[src/rtl/num_sort_pkg.sv]
`default_nettype none
// ============================================================================
// Module      : num_sort_pkg
// Description : Shared widths, frame size and FSM states for num_sort_ctrl.
// Revision    : 1.0 - initial release
// ============================================================================
package num_sort_pkg;

    localparam int N_CLASS = 10;
    localparam int DATA_W  = 16;
    localparam int IDX_W   = 4;
    localparam int FRAME_W = N_CLASS * DATA_W;

    typedef enum logic [1:0] {
        COLLECT = 2'd0,
        LOAD    = 2'd1,
        WAIT    = 2'd2,
        RESULT  = 2'd3
    } state_e;

    // One counter width covers both the beat count and the WAIT timeout.
    function automatic int cnt_width(input int n_class, input int timeout);
        int m;
        m = (n_class > timeout + 1) ? n_class : timeout + 1;
        return (m > 1) ? $clog2(m) : 1;
    endfunction

endpackage
`default_nettype wire

[src/rtl/sort_frame_packer.sv]
`default_nettype none
// ============================================================================
// Module      : sort_frame_packer
// Description : Beat counter, MS-first slot writes and short-frame detection.
// Revision    : 1.0 - initial release
// ============================================================================
module sort_frame_packer
    import num_sort_pkg::*;
#(
    parameter int CNT_W = 4
) (
    input  logic               clk,
    input  logic               rst,
    input  logic               beat_i,
    input  logic [DATA_W-1:0]  data_i,
    input  logic               last_i,
    output logic [FRAME_W-1:0] frame_o,
    output logic [CNT_W-1:0]   cnt_o,
    output logic               frame_done_o,
    output logic               len_err_o
);

    localparam logic [CNT_W-1:0] LAST_SLOT = CNT_W'(N_CLASS - 1);

    logic [CNT_W-1:0] cnt_q, cnt_d;

    // The 10th beat closes the frame even if in_last is low on it.
    always_comb begin
        cnt_d        = cnt_q;
        frame_done_o = 1'b0;
        len_err_o    = 1'b0;
        if (beat_i) begin
            if (cnt_q == LAST_SLOT) begin
                cnt_d        = '0;
                frame_done_o = 1'b1;
            end else if (last_i) begin
                cnt_d     = '0;
                len_err_o = 1'b1;
            end else begin
                cnt_d = cnt_q + 1'b1;
            end
        end
    end

    always_ff @(posedge clk) begin
        if (rst) begin
            cnt_q <= '0;
        end else begin
            cnt_q <= cnt_d;
        end
    end

    for (genvar k = 0; k < N_CLASS; k++) begin : g_slot
        logic [DATA_W-1:0] slot_q;

        always_ff @(posedge clk) begin
            if (rst) begin
                slot_q <= '0;
            end else if (beat_i && (cnt_q == CNT_W'(k))) begin
                slot_q <= data_i;
            end
        end

        assign frame_o[(N_CLASS-1-k)*DATA_W +: DATA_W] = slot_q;
    end

    assign cnt_o = cnt_q;

endmodule
`default_nettype wire

[src/rtl/num_sort_ctrl.sv]
`default_nettype none
// ============================================================================
// Module      : num_sort_ctrl
// Description : Collects a score frame, drives num_sort and returns its result.
// Revision    : 1.0 - initial release
// ============================================================================
module num_sort_ctrl
    import num_sort_pkg::*;
#(
    parameter int LOAD_CYCLES = 2,
    parameter int TIMEOUT     = 255
) (
    input  logic               clk,
    input  logic               rst,
    input  logic               in_valid,
    input  logic [DATA_W-1:0]  in_data,
    input  logic               in_last,
    output logic               in_ready,
    output logic [FRAME_W-1:0] sort_data,
    output logic               sort_load,
    input  logic               sort_complete,
    input  logic [IDX_W-1:0]   sort_index,
    input  logic [FRAME_W-1:0] sort_data_out,
    output logic               res_valid,
    input  logic               res_ready,
    output logic [IDX_W-1:0]   res_index,
    output logic [FRAME_W-1:0] res_data,
    output logic               busy,
    output logic               err_len,
    output logic               err_timeout
);

    localparam int               CNT_W     = cnt_width(N_CLASS, TIMEOUT);
    localparam logic [CNT_W-1:0] LOAD_LAST = CNT_W'(LOAD_CYCLES - 1);
    localparam logic [CNT_W-1:0] TMO_LAST  = CNT_W'(TIMEOUT - 1);

    state_e             state_q, state_d;
    logic [CNT_W-1:0]   cyc_q, cyc_d;
    logic [CNT_W-1:0]   beat_cnt;
    logic               complete_q;
    logic [IDX_W-1:0]   res_index_q;
    logic [FRAME_W-1:0] res_data_q;
    logic               err_len_q, err_timeout_q, timeout_d;
    logic               beat, frame_done, len_err, capture;

    assign in_ready = (state_q == COLLECT);
    assign beat     = in_valid & in_ready;
    // Only a fresh edge counts: a complete already high on WAIT entry is stale.
    assign capture  = (state_q == WAIT) & sort_complete & ~complete_q;

    sort_frame_packer #(
        .CNT_W(CNT_W)
    ) u_packer (
        .clk         (clk),
        .rst         (rst),
        .beat_i      (beat),
        .data_i      (in_data),
        .last_i      (in_last),
        .frame_o     (sort_data),
        .cnt_o       (beat_cnt),
        .frame_done_o(frame_done),
        .len_err_o   (len_err)
    );

    always_comb begin
        state_d   = state_q;
        cyc_d     = cyc_q;
        timeout_d = 1'b0;
        case (state_q)
            COLLECT: begin
                if (frame_done) begin
                    state_d = LOAD;
                    cyc_d   = '0;
                end
            end
            LOAD: begin
                if (cyc_q == LOAD_LAST) begin
                    state_d = WAIT;
                    cyc_d   = '0;
                end else begin
                    cyc_d = cyc_q + 1'b1;
                end
            end
            WAIT: begin
                // Capture takes priority over a timeout in the same cycle.
                if (capture) begin
                    state_d = RESULT;
                end else if (cyc_q == TMO_LAST) begin
                    state_d   = COLLECT;
                    timeout_d = 1'b1;
                end else begin
                    cyc_d = cyc_q + 1'b1;
                end
            end
            RESULT: begin
                if (res_ready) begin
                    state_d = COLLECT;
                end
            end
            default: state_d = COLLECT;
        endcase
    end

    always_ff @(posedge clk) begin
        if (rst) begin
            state_q       <= COLLECT;
            cyc_q         <= '0;
            complete_q    <= 1'b0;
            res_index_q   <= '0;
            res_data_q    <= '0;
            err_len_q     <= 1'b0;
            err_timeout_q <= 1'b0;
        end else begin
            state_q       <= state_d;
            cyc_q         <= cyc_d;
            complete_q    <= sort_complete;
            err_len_q     <= len_err;
            err_timeout_q <= timeout_d;
            if (capture) begin
                res_index_q <= sort_index;
                res_data_q  <= sort_data_out;
            end
        end
    end

    assign sort_load   = (state_q == LOAD);
    assign res_valid   = (state_q == RESULT);
    assign res_index   = res_index_q;
    assign res_data    = res_data_q;
    assign busy        = (state_q != COLLECT) || (beat_cnt != '0);
    assign err_len     = err_len_q;
    assign err_timeout = err_timeout_q;

endmodule
`default_nettype wire

[config.mk]
export PLATFORM = sky130hd
export DESIGN_NAME = num_sort_ctrl
export DESIGN_NICKNAME = d
export VERILOG_FILES = /design/src/rtl/num_sort_pkg.sv /design/src/rtl/sort_frame_packer.sv /design/src/rtl/num_sort_ctrl.sv
export SDC_FILE = /design/constraint.sdc
export NUM_CORES = 1
export LEC_CHECK = 0
export BUFFER_PORTS_ARGS = -buffer_cell sky130_fd_sc_hd__buf_2
export CORE_AREA = 2 2 199 201
export DETAILED_ROUTE_END_ITERATION = 10
export DIE_AREA = 0 0 201 203
export PLACE_DENSITY_LB_ADDON = 0.3
export SYNTH_ARGS = -nofsm -noshare
export SYNTH_HDL_FRONTEND = slang
export SYNTH_HIERARCHICAL = 1
export SYNTH_SLANG_ARGS = --single-unit
[constraint.sdc]
create_clock -name clk -period 2.7 [get_ports clk]
set_clock_uncertainty 0.05 [all_clocks]
set_input_delay 0.135 -clock clk [delete_from_list [all_inputs] [get_ports clk]]
set_output_delay 0.135 -clock clk [all_outputs]
set_load 0.01 [all_outputs]
# == Word level (Yosys, flattened, before mapping) ==
# Cells that the tools add are included.
# word_totals
ff_bits,345
input_bits,186
out_inout_bits,330
word_cells,83
# op_classes
n_addsub,2
n_eq_ne,20
muxes,17
n_bitwise,6
n_reduce_logical,20
# op_table
op,n
$mux W8,6
$eq A8 B3 Y1 const B,4
$pmux W8 S3,1
$add A8 B1 Y8 const B,2
$eq A8 B1 Y1 const B,2
$eq A8 B2 Y1 const B,2
$eq A8 B4 Y1 const B,2
$logic_and A1 B1 Y1,10
$mux W2,5
$eq A8 B8 Y1 const B,1
$logic_not A8 Y1,1
$pmux W2 S4,1
$reduce_and A4 Y1,2
$reduce_bool A8 Y1,1
$ne A2 B1 Y1 const B,3
$reduce_or A3 Y1,2
$eq A2 B2 Y1 const B,2
$mux W1,4
$ne A2 B2 Y1 const B,2
$and A1 B1 Y1,3
$ne A3 B2 Y1 const B,1
$not A1 Y1,3
$reduce_bool A3 Y1,1
$eq A2 B1 Y1 const B,1
3 further kinds,3

# == Depth between registers and ports, before layout ==
# Gate-level depths: netlist of the first run.
# depth
ltp_word,5
ltp_mapped,10
mapped_depth_nobuf,8

# == By module ==
# Netlist of the first run, hierarchy kept.
# modules_own_cells
module,instances,cells_each,area_per_inst_um2,seq_area_each_um2
num_sort_ctrl,1,818,6583.8,3543.4
sort_frame_packer,1,683,6254.7,3363.2

# == Worst setup path after synthesis of the first run ==
# OpenSTA, ideal clock, no wires.
# synth_path
path_type,flip-flop to flip-flop
startpoint,reg state_q[0]
endpoint,reg state_q[0]
setup_time_ps,84
t_arrival_ps,2368
t_required_ps,2566
setup_slack_ps,197
path_stages_with_launch,11
path_buffers,2
period_less_slack_ps,2503
path_cell_list,dfxtp_1 inv_1 ha_1 and2_1 clkbuf_1 clkbuf_1 and4_1 nand2b_1 a21boi_0 nand3_2 o31ai_2
# synth_between
elab_chain_cells,5
elab_cells_between_ends,15
cone_classes,eq/ne: 7; mux: 3; bitwise: 3; reduce/logical: 2
# synth_rtl
item,line_no,rtl
start: declaration,num_sort_ctrl.sv:37,"state_e state_q, state_d;"
start signal: assignment,num_sort_ctrl.sv:114,state_q <= state_d;
$logic_not A2 Y1,num_sort_ctrl.sv:46,assign in_ready = (state_q == COLLECT);
named net in_ready,num_sort_ctrl.sv:18,"output logic in_ready,"
$and A1 B1 Y1,num_sort_ctrl.sv:47,assign beat = in_valid & in_ready;
named net beat,num_sort_ctrl.sv:44,"logic beat, frame_done, len_err, capture;"
$mux W1,sort_frame_packer.sv:32,if (beat_i) begin
named net frame_done,num_sort_ctrl.sv:44,
$ne A2 B1 Y1 (no line),n/a,
$reduce_and A4 Y1 (no line),n/a,
# The timed path passes the listed nets, and every way through them passes these cells.
# A chain may end at the register's enable or synchronous reset.

# == Worst setup path after layout of the first run ==
# layout_path
startpoint,reg state_q[0]
endpoint,reg state_q[1]
# layout_between
elab_chain_cells,5
elab_cells_between_ends,15
cone_classes,eq/ne: 7; mux: 3; bitwise: 3; reduce/logical: 2
# layout_rtl
item,line_no
$logic_not A2 Y1,num_sort_ctrl.sv:46
$and A1 B1 Y1,num_sort_ctrl.sv:47
named net beat,num_sort_ctrl.sv:44
$mux W1,sort_frame_packer.sv:32
named net frame_done,num_sort_ctrl.sv:44
$ne A2 B1 Y1 (no line),n/a
$reduce_and A4 Y1 (no line),n/a
# The timed path passes the listed nets, and every way through them passes these cells.

==> summary.txt, run 1 <==
Setup path
  • Arr. time, crit path: between 2 and 3 ns
  • FF-to-FF path depth: 8
  • Reg2reg end: state_q[1]
  • WP data required: slightly above 3 ns
  • Crit path kind: flip-flop to flip-flop
  • CP max FO: 15
  • R2r setup slk: 0.25 ns
  • CP Launch Type: flip-flop
  • CP endpoint kind: flip-flop
  • Crit Reg-Reg Startpoint: state_q[0]

Global route
  • Largest net degree at the start of global routing: 112
  • Number of global-route vias before repair: 12700
  • Global-route wire length before repair: 71300 um
  • Total track usage: roughly 22%
  • Initial antenna violation count: 6
  • Gr ovfl total: 0

Routing
  • Wire length on met1: around 19000 um
  • DRT Pass-1 Iters: 5
  • Vias: approximately 13000
  • Remaining antenna violation count: 0
  • Via density: roughly 4.8
  • WL met2: between 20000 and 25000 um
  • Starting DRC count in detailed routing: approximately 730
  • DRC viols: 0
  • Wire per inst: 17.8 um
  • Highest routed layer: met4
  • Final Routed Wirelength: between 40000 and 50000 um
  • Met3 WL: 4510 um

STA
  • Worst-margin pin slew: ~0.74 ns
  • Fin crit share: between 90% and 100%
  • Final setup fails: 0
  • Final hold viol count: 0
  • Rel. slew slack: 50.8%
  • Fmax: between 400 and 500 MHz
  • TNS Setup: 0 ns
  • Tmin final: 2.45 ns
  • Max Slew Vio Count: 0
  • RSZ-0062 raised after global routing: false

Place
  • Placed wire-length estimate: approximately 32000 um
  • Routability congestion estimate: a little under 0.9
  • Port Buf Inserts: roughly 500

Synthesis
  • Most used flip-flop cell after synthesis: dfxtp_1
  • Synth Area in Simple Gates: 20.7%
  • Post-Syn Area: 0.0128 mm2
  • Seq cells post-synth: around 350
  • Yosys Warn Count: 6
  • Largest family of logic cells by synthesized area: simple AND/OR/NAND/NOR gates
  • Async set-reset flop share out of synthesis: 0%
  • Fraction of the mapped netlist area in adder cells: ~1.3%
  • XOR/XNOR Fraction of Synth Area: 0%
  • Post-synth EDFFs: 0
  • Post-synth net total: 1700
  • Syn_area_per_cell: 8.55 um2
  • Syn Inst Count: 1501
  • Netlist cell types: between 50 and 60
  • Register area share after synthesis: a little over half
  • Multiplexer share of the synthesized area: 7.48%
  • Synth Area in Compound Gates: roughly an eighth

CTS
  • Root Driver: clkbuf_16
  • Htree depth: 2
  • Inserted Clock Buffers: 39
  • Latest clock arrival within the worst-skew pair: about 0.54 ns
  • CTS tree: done
  • Max Root-Sink Buffers: 3
  • Clk sink count: 345
  • Worst-path clk slew: roughly 0.060 ns

Finish
  • Most frequent cells in the layout: buf_2, nand2_1, dfxtp_1
  • Final Util: about half
  • Nets@finish: 2343
  • Fill cells: ~3600
  • Most common cell after layout, fill and taps aside: buf_2
  • Syn-to-layout area delta: 47.1%
  • Layout cell share with drive strength beyond 1: between 20% and 30%

Floorplanning
  • Die area: 0.0408 mm2
  • Chip width: between 200 and 250 um
  • Std cell rows: 72
  • Std-Cell Core Area: a little under 0.04 mm2
  • # IOs: a little over 500
  • Starting Density: approximately a third
  • Die Y: roughly 200 um

Worst hold path
  • Worst hold path class: input pin to flip-flop
  • Hold endpoint: res_data[127]
  • Worst hold stages: 2
  • Hold wc startpoint: rst

Power
  • Maximum vdd drop: approximately 0.46 mV
  • LEAKAGE: between 8 and 9 nW
  • Pwr dens: a little under 600 mW/mm2

Run status
  • Status: completed

Run
  • Max-capacitance violation count: 0
## power by group
group	internal, mW	total [mW]	switching [mW]
registers	5.13	5.15	0.0227
logic	0.372	0.739	0.366
clock network	3.18	5.35	2.17
total	8.69	11.2	2.56
## through the flow
| step | power [mW] | setup WS [ns] | hold WS, ns | instances | instance area [um2] |
|---|---|---|---|---|---|
| 2_1_floorplan | 5.51 | 0.197 | 0.213 | 1501 | 12800 |
| 3_3_place_gp | 5.77 | 0.300 | 0.325 | 2439 | 15800 |
| 3_5_place_dp | 5.78 | 0.0919 | 0.331 | 2439 | 15800 |
| 4_1_cts | 11.4 | 0.0858 | 0.0218 | 2691 | 18900 |
| 5_1_grt | 11.7 | 0.0535 | 0.0459 | 2697 | 18900 |
| 6_report | 11.2 | 0.246 | 0.0463 | 2697 | 18900 |
## repair_timing
action	4_1_cts	5_1_grt
hold buffers	182	0
resized for setup	0	1
endpoints found under the setup margin	0	13
endpoints found under the hold margin	304	0
setup buffers	0	0
## synth_stat cells (9+ instances only)
cell type | number | area, um2
nand2_1 | 466 | 1750
dfxtp_1 | 345 | 6910
a21oi_1 | 238 | 1190
nor2_1 | 109 | 409
mux2i_1 | 96 | 961
clkbuf_1 | 59 | 221
buf_2 | 38 | 190
buf_4 | 19 | 143
inv_1 | 14 | 52.6
ha_1 | 13 | 163
nand3_1 | 12 | 60.1
nand4_1 | 9 | 56.3
## layer usage
metal  up-vias  global-route usage, %
met5         -                      0
met4         0                   10.7
met3       121                   7.83
met2       539                   36.3
met1      6093                   26.1
li1       6223                      -
## registers in the layout, indices dropped and copies added (netlist names)
name,count
res_data,160
u_packer/g_slot.slot_q,160
cyc_q,8
u_packer/cnt_o,8
res_index,4
state_q,2
complete_q,1
err_len,1
err_timeout,1
## worst max path at each step
| stage | start | end | slack, ns | cells past startpoint |
|---|---|---|---|---|
| CTS | state_q[0] | state_q[1] | 0.09 | 8 |
| floorplan | state_q[0] | state_q[0] | 0.20 | 10 |
| global placement | state_q[0] | state_q[0] | 0.30 | 8 |
| detailed placement | state_q[0] | state_q[1] | 0.09 | 8 |
| finish | state_q[0] | state_q[1] | 0.25 | 8 |
| global route | state_q[0] | state_q[1] | 0.05 | 8 |
## cell type report
cell class | instances | area, um2 | share of cell area, %
antenna | 6 | 15.0 | 0.0795
clock buffer | 53 | 1070 | 5.66
clock inverter | 17 | 215 | 1.14
inverter | 14 | 52.6 | 0.278
multi-input combinational | 1021 | 5300 | 28.1
sequential | 345 | 6910 | 36.6
tap | 518 | 648 | 3.43
timing repair buffer | 723 | 4680 | 24.8
## cells by family after synthesis
logic type | Yosys count
buffers and inverters | 135
flip-flops | 345
AO/OA/AOI/OAI | 274
AND/OR/NAND/NOR | 638
multiplexers | 96
adder cells (fa/ha/maj) | 13
## worst max-delay path: stages (launching register included)
cell and delay [ns]:
dfxtp_1 0.34, inv_1 0.17, ha_1 0.24, and2_2 0.32
and4_1 0.22, nand2b_1 0.21, a21boi_0 0.39, nand3_2 0.16
o41ai_2 0.24
Note: power is estimated with default switching activity, not from simulation.
==> inputs of run 2 (changes only) <==
--- a/config.mk
+++ b/config.mk
@@ -6,10 +6,11 @@
 export NUM_CORES = 1
 export LEC_CHECK = 0
 export BUFFER_PORTS_ARGS = -buffer_cell sky130_fd_sc_hd__buf_2
-export CORE_AREA = 2 2 199 201
+export CORE_AREA = 2 2 201 203
 export DETAILED_ROUTE_END_ITERATION = 10
-export DIE_AREA = 0 0 201 203
+export DIE_AREA = 0 0 203 205
 export PLACE_DENSITY_LB_ADDON = 0.3
+export RECOVER_POWER = 100
 export SYNTH_ARGS = -nofsm -noshare
 export SYNTH_HDL_FRONTEND = slang
 export SYNTH_HIERARCHICAL = 1
==> run 2 against run 1 <==
The flow now finishes with violations (hold timing). Die area up 2.0%. Largest power group unchanged. Hold slack worse by 0.065 ns. Clock-buffer cell count up 2. Critical endpoint is now u_packer/g_slot[6].slot_q[9]. Sequential share of layout area up 0.58 points. Largest cell class unchanged. Highest routed layer unchanged.
==> summary.txt, run 2 (synthesized netlist as in run 1, its figures left out) <==
STA
  • Final setup fails: 0 (unchanged)
  • Worst-margin pin slew: 0.694 ns (-0.0442 ns)
  • Max Slew Vio Count: 0 (unchanged)
  • Final hold viol count: 2 (+2)
  • Rel. slew slack: 53.7% (+2.9 points)
  • TNS Setup: 0 ns (unchanged)
  • Fmax: 404 MHz (-0.97%)
  • Tmin final: 2.48 ns (+0.0241 ns)
  • RSZ-0062 raised after global routing: false
  • Min Hold Slack: -0.0189 ns (-0.0652 ns)
  • Fin crit share: 91.8% (+0.89 points)

CTS
  • Max Root-Sink Buffers: 3 (unchanged)
  • Worst-path clk slew: 0.06 ns (about the same)
  • Latest clock arrival within the worst-skew pair: 0.56 ns (+0.02 ns)
  • Htree depth: 2 (unchanged)
  • Clk sink count: 345 (unchanged)
  • Root Driver: clkbuf_16
  • CTS tree: done
  • Inserted Clock Buffers: 40 (+2.6%)

Setup path
  • Crit Reg-Reg Startpoint: state_q[0]
  • Setup crit end: u_packer/g_slot[6].slot_q[9]
  • WP data required: 3.07 ns (-0.02 ns)
  • CP Launch Type: flip-flop
  • Arr. time, crit path: 2.85 ns (about the same)
  • Reg2reg end: u_packer/g_slot[6].slot_q[9]
  • CP max FO: 16 (+1)
  • FF-to-FF path depth: 8 (unchanged)
  • CP endpoint kind: flip-flop
  • R2r setup slk: 0.22 ns (-0.02 ns)
  • Crit. Startpoint: state_q[0]
  • Crit path kind: flip-flop to flip-flop

Run status
  • Failing checks: hold timing
  • Status: complete, but fails checks

Floorplanning
  • Die area: 0.0416 mm2 (+2.0%)
  • Std cell rows: 73 (+1.4%)
  • Die Y: 205 um (+0.99%)
  • Chip width: 203 um (+1.0%)
  • Starting Density: 32.6% (-0.76 points)
  • Std-Cell Core Area: 0.0394 mm2 (+2.3%)
  • # IOs: 516 (unchanged)

Routing
  • Final Routed Wirelength: 48200 um (+0.76%)
  • Starting DRC count in detailed routing: 947 (+29%)
  • Wire per inst: 17.8 um (+0.13%)
  • DRC viols: 0 (unchanged)
  • Remaining antenna violation count: 0 (unchanged)
  • Via density: 4.80 (-0.31%)
  • DRT Pass-1 Iters: 5 (unchanged)
  • Vias: 13000 (+0.32%)

Global route
  • Initial antenna violation count: 5 (-1)
  • Global-route wire length before repair: 71500 um (+0.38%)
  • Total track usage: 22.0% (-0.28 points)
  • Gr ovfl total: 0 (unchanged)
  • Largest net degree at the start of global routing: 123 (+9.8%)
  • Number of global-route vias before repair: 12600 (-0.72%)

Power
  • Pwr Total: 11.4 mW (+1.5%)
  • LEAKAGE: 6.79 nW (-17%)
  • Pwr dens: 614 mW/mm2 (+3.1%)
  • Maximum vdd drop: 0.467 mV (+2.5%)

Run
  • Max-capacitance violation count: 0 (unchanged)

Finish
  • Fill cells: 3900 (+7.0%)
  • Syn-to-layout area delta: 44.8%
  • Layout cell share with drive strength beyond 1: 13.7% (-15 points)
  • Final cell count without fillers: 2714 (+0.63%)
  • Most common cell after layout, fill and taps aside: nand2_1
  • Final Util: 47.2% (-1.9 points)
  • Most frequent cells in the layout: nand2_1, dfxtp_1, clkbuf_1
  • Nets@finish: 2353 (+0.43%)

Worst hold path
  • Worst hold path class: input pin to flip-flop

Place
  • Placed wire-length estimate: 32700 um (+1.2%)
  • Port Buf Inserts: 515 (unchanged)
  • Routability congestion estimate: 0.814 (-7.4%)
  • Dpl cells: 2453 (+0.57%)
## run 2: cell types whose count changed in the layout (fill, tap and decap cells not counted), moves of 3 or more
cell	before	now
clkbuf_1	10	340
clkinv_4	4	1
clkinv_2	5	2
clkbuf_2	0	6
clkbuf_4	0	4
clkbuf_8	4	7
clkinvlp_4	0	5
buf_2	514	184
buf_4	20	14
## run 2: critical path: stages, from the launching register on
cell	delay, ns
dfxtp_1	0.34
inv_1	0.15
ha_1	0.24
and2_1	0.40
nand2_1	0.29
nor3_4	0.17
clkbuf_4	0.37
mux2i_1	0.25
nor2_1	0.06
## run 2: power by group
part	total (mW)	internal (mW)	switching, mW
sequential	5.16	5.13	0.0236
combinational	0.734	0.364	0.370
clock	5.53	3.32	2.21
## run 2: cell type report
cell class | count | area [um2] | share of cell area (%)
sequential | 345 | 6910 | 37.1
clock buffer | 55 | 1130 | 6.06
antenna | 7 | 17.5 | 0.0942
multi-input combinational | 1021 | 5290 | 28.5
tap | 525 | 657 | 3.53
clock inverter | 15 | 210 | 1.13
inverter | 14 | 52.6 | 0.283
timing repair buffer | 732 | 4330 | 23.3
## run 2: timing repair
item | 4_1_cts | 5_1_grt
endpoints found under the setup margin | 0 | 4
hold endpoints to repair | 301 | 0
hold buffers | 184 | 0
setup buffers | 0 | 0
gates resized for setup | 0 | 2
## run 2: stage by stage
stage	setup slack (ns)	cell area, um2
detailed placement	0.135	15900
CTS	0.135	19000
floorplan	0.197	12800
finish	0.222	18600
global placement	0.369	15900
global route	0.0399	18600
## run 2: worst min-delay path by stage
stage                       from  depth (start not counted)  slack [ns]           end
3_3_place_gp   sort_data_out[30]                          3        0.33  res_data[30]
3_5_place_dp   sort_data_out[43]                          3        0.33  res_data[43]
2_1_floorplan      sort_complete                          1        0.21    complete_q
4_1_cts                res_ready                          5        0.03    state_q[1]
6_report               res_ready                          5       -0.02    state_q[1]
5_1_grt                res_ready                          5      -0.007    state_q[1]
## run 2: per-layer routing
layer  GRT usage (%)  share of wire (%)  vias to the layer above
met5               0                  0                        -
met4            7.14                2.8                        0
met3            8.30                9.5                      100
met2            36.5                 47                      562
met1            26.2                 41                     6110
li1                -                  -                     6245
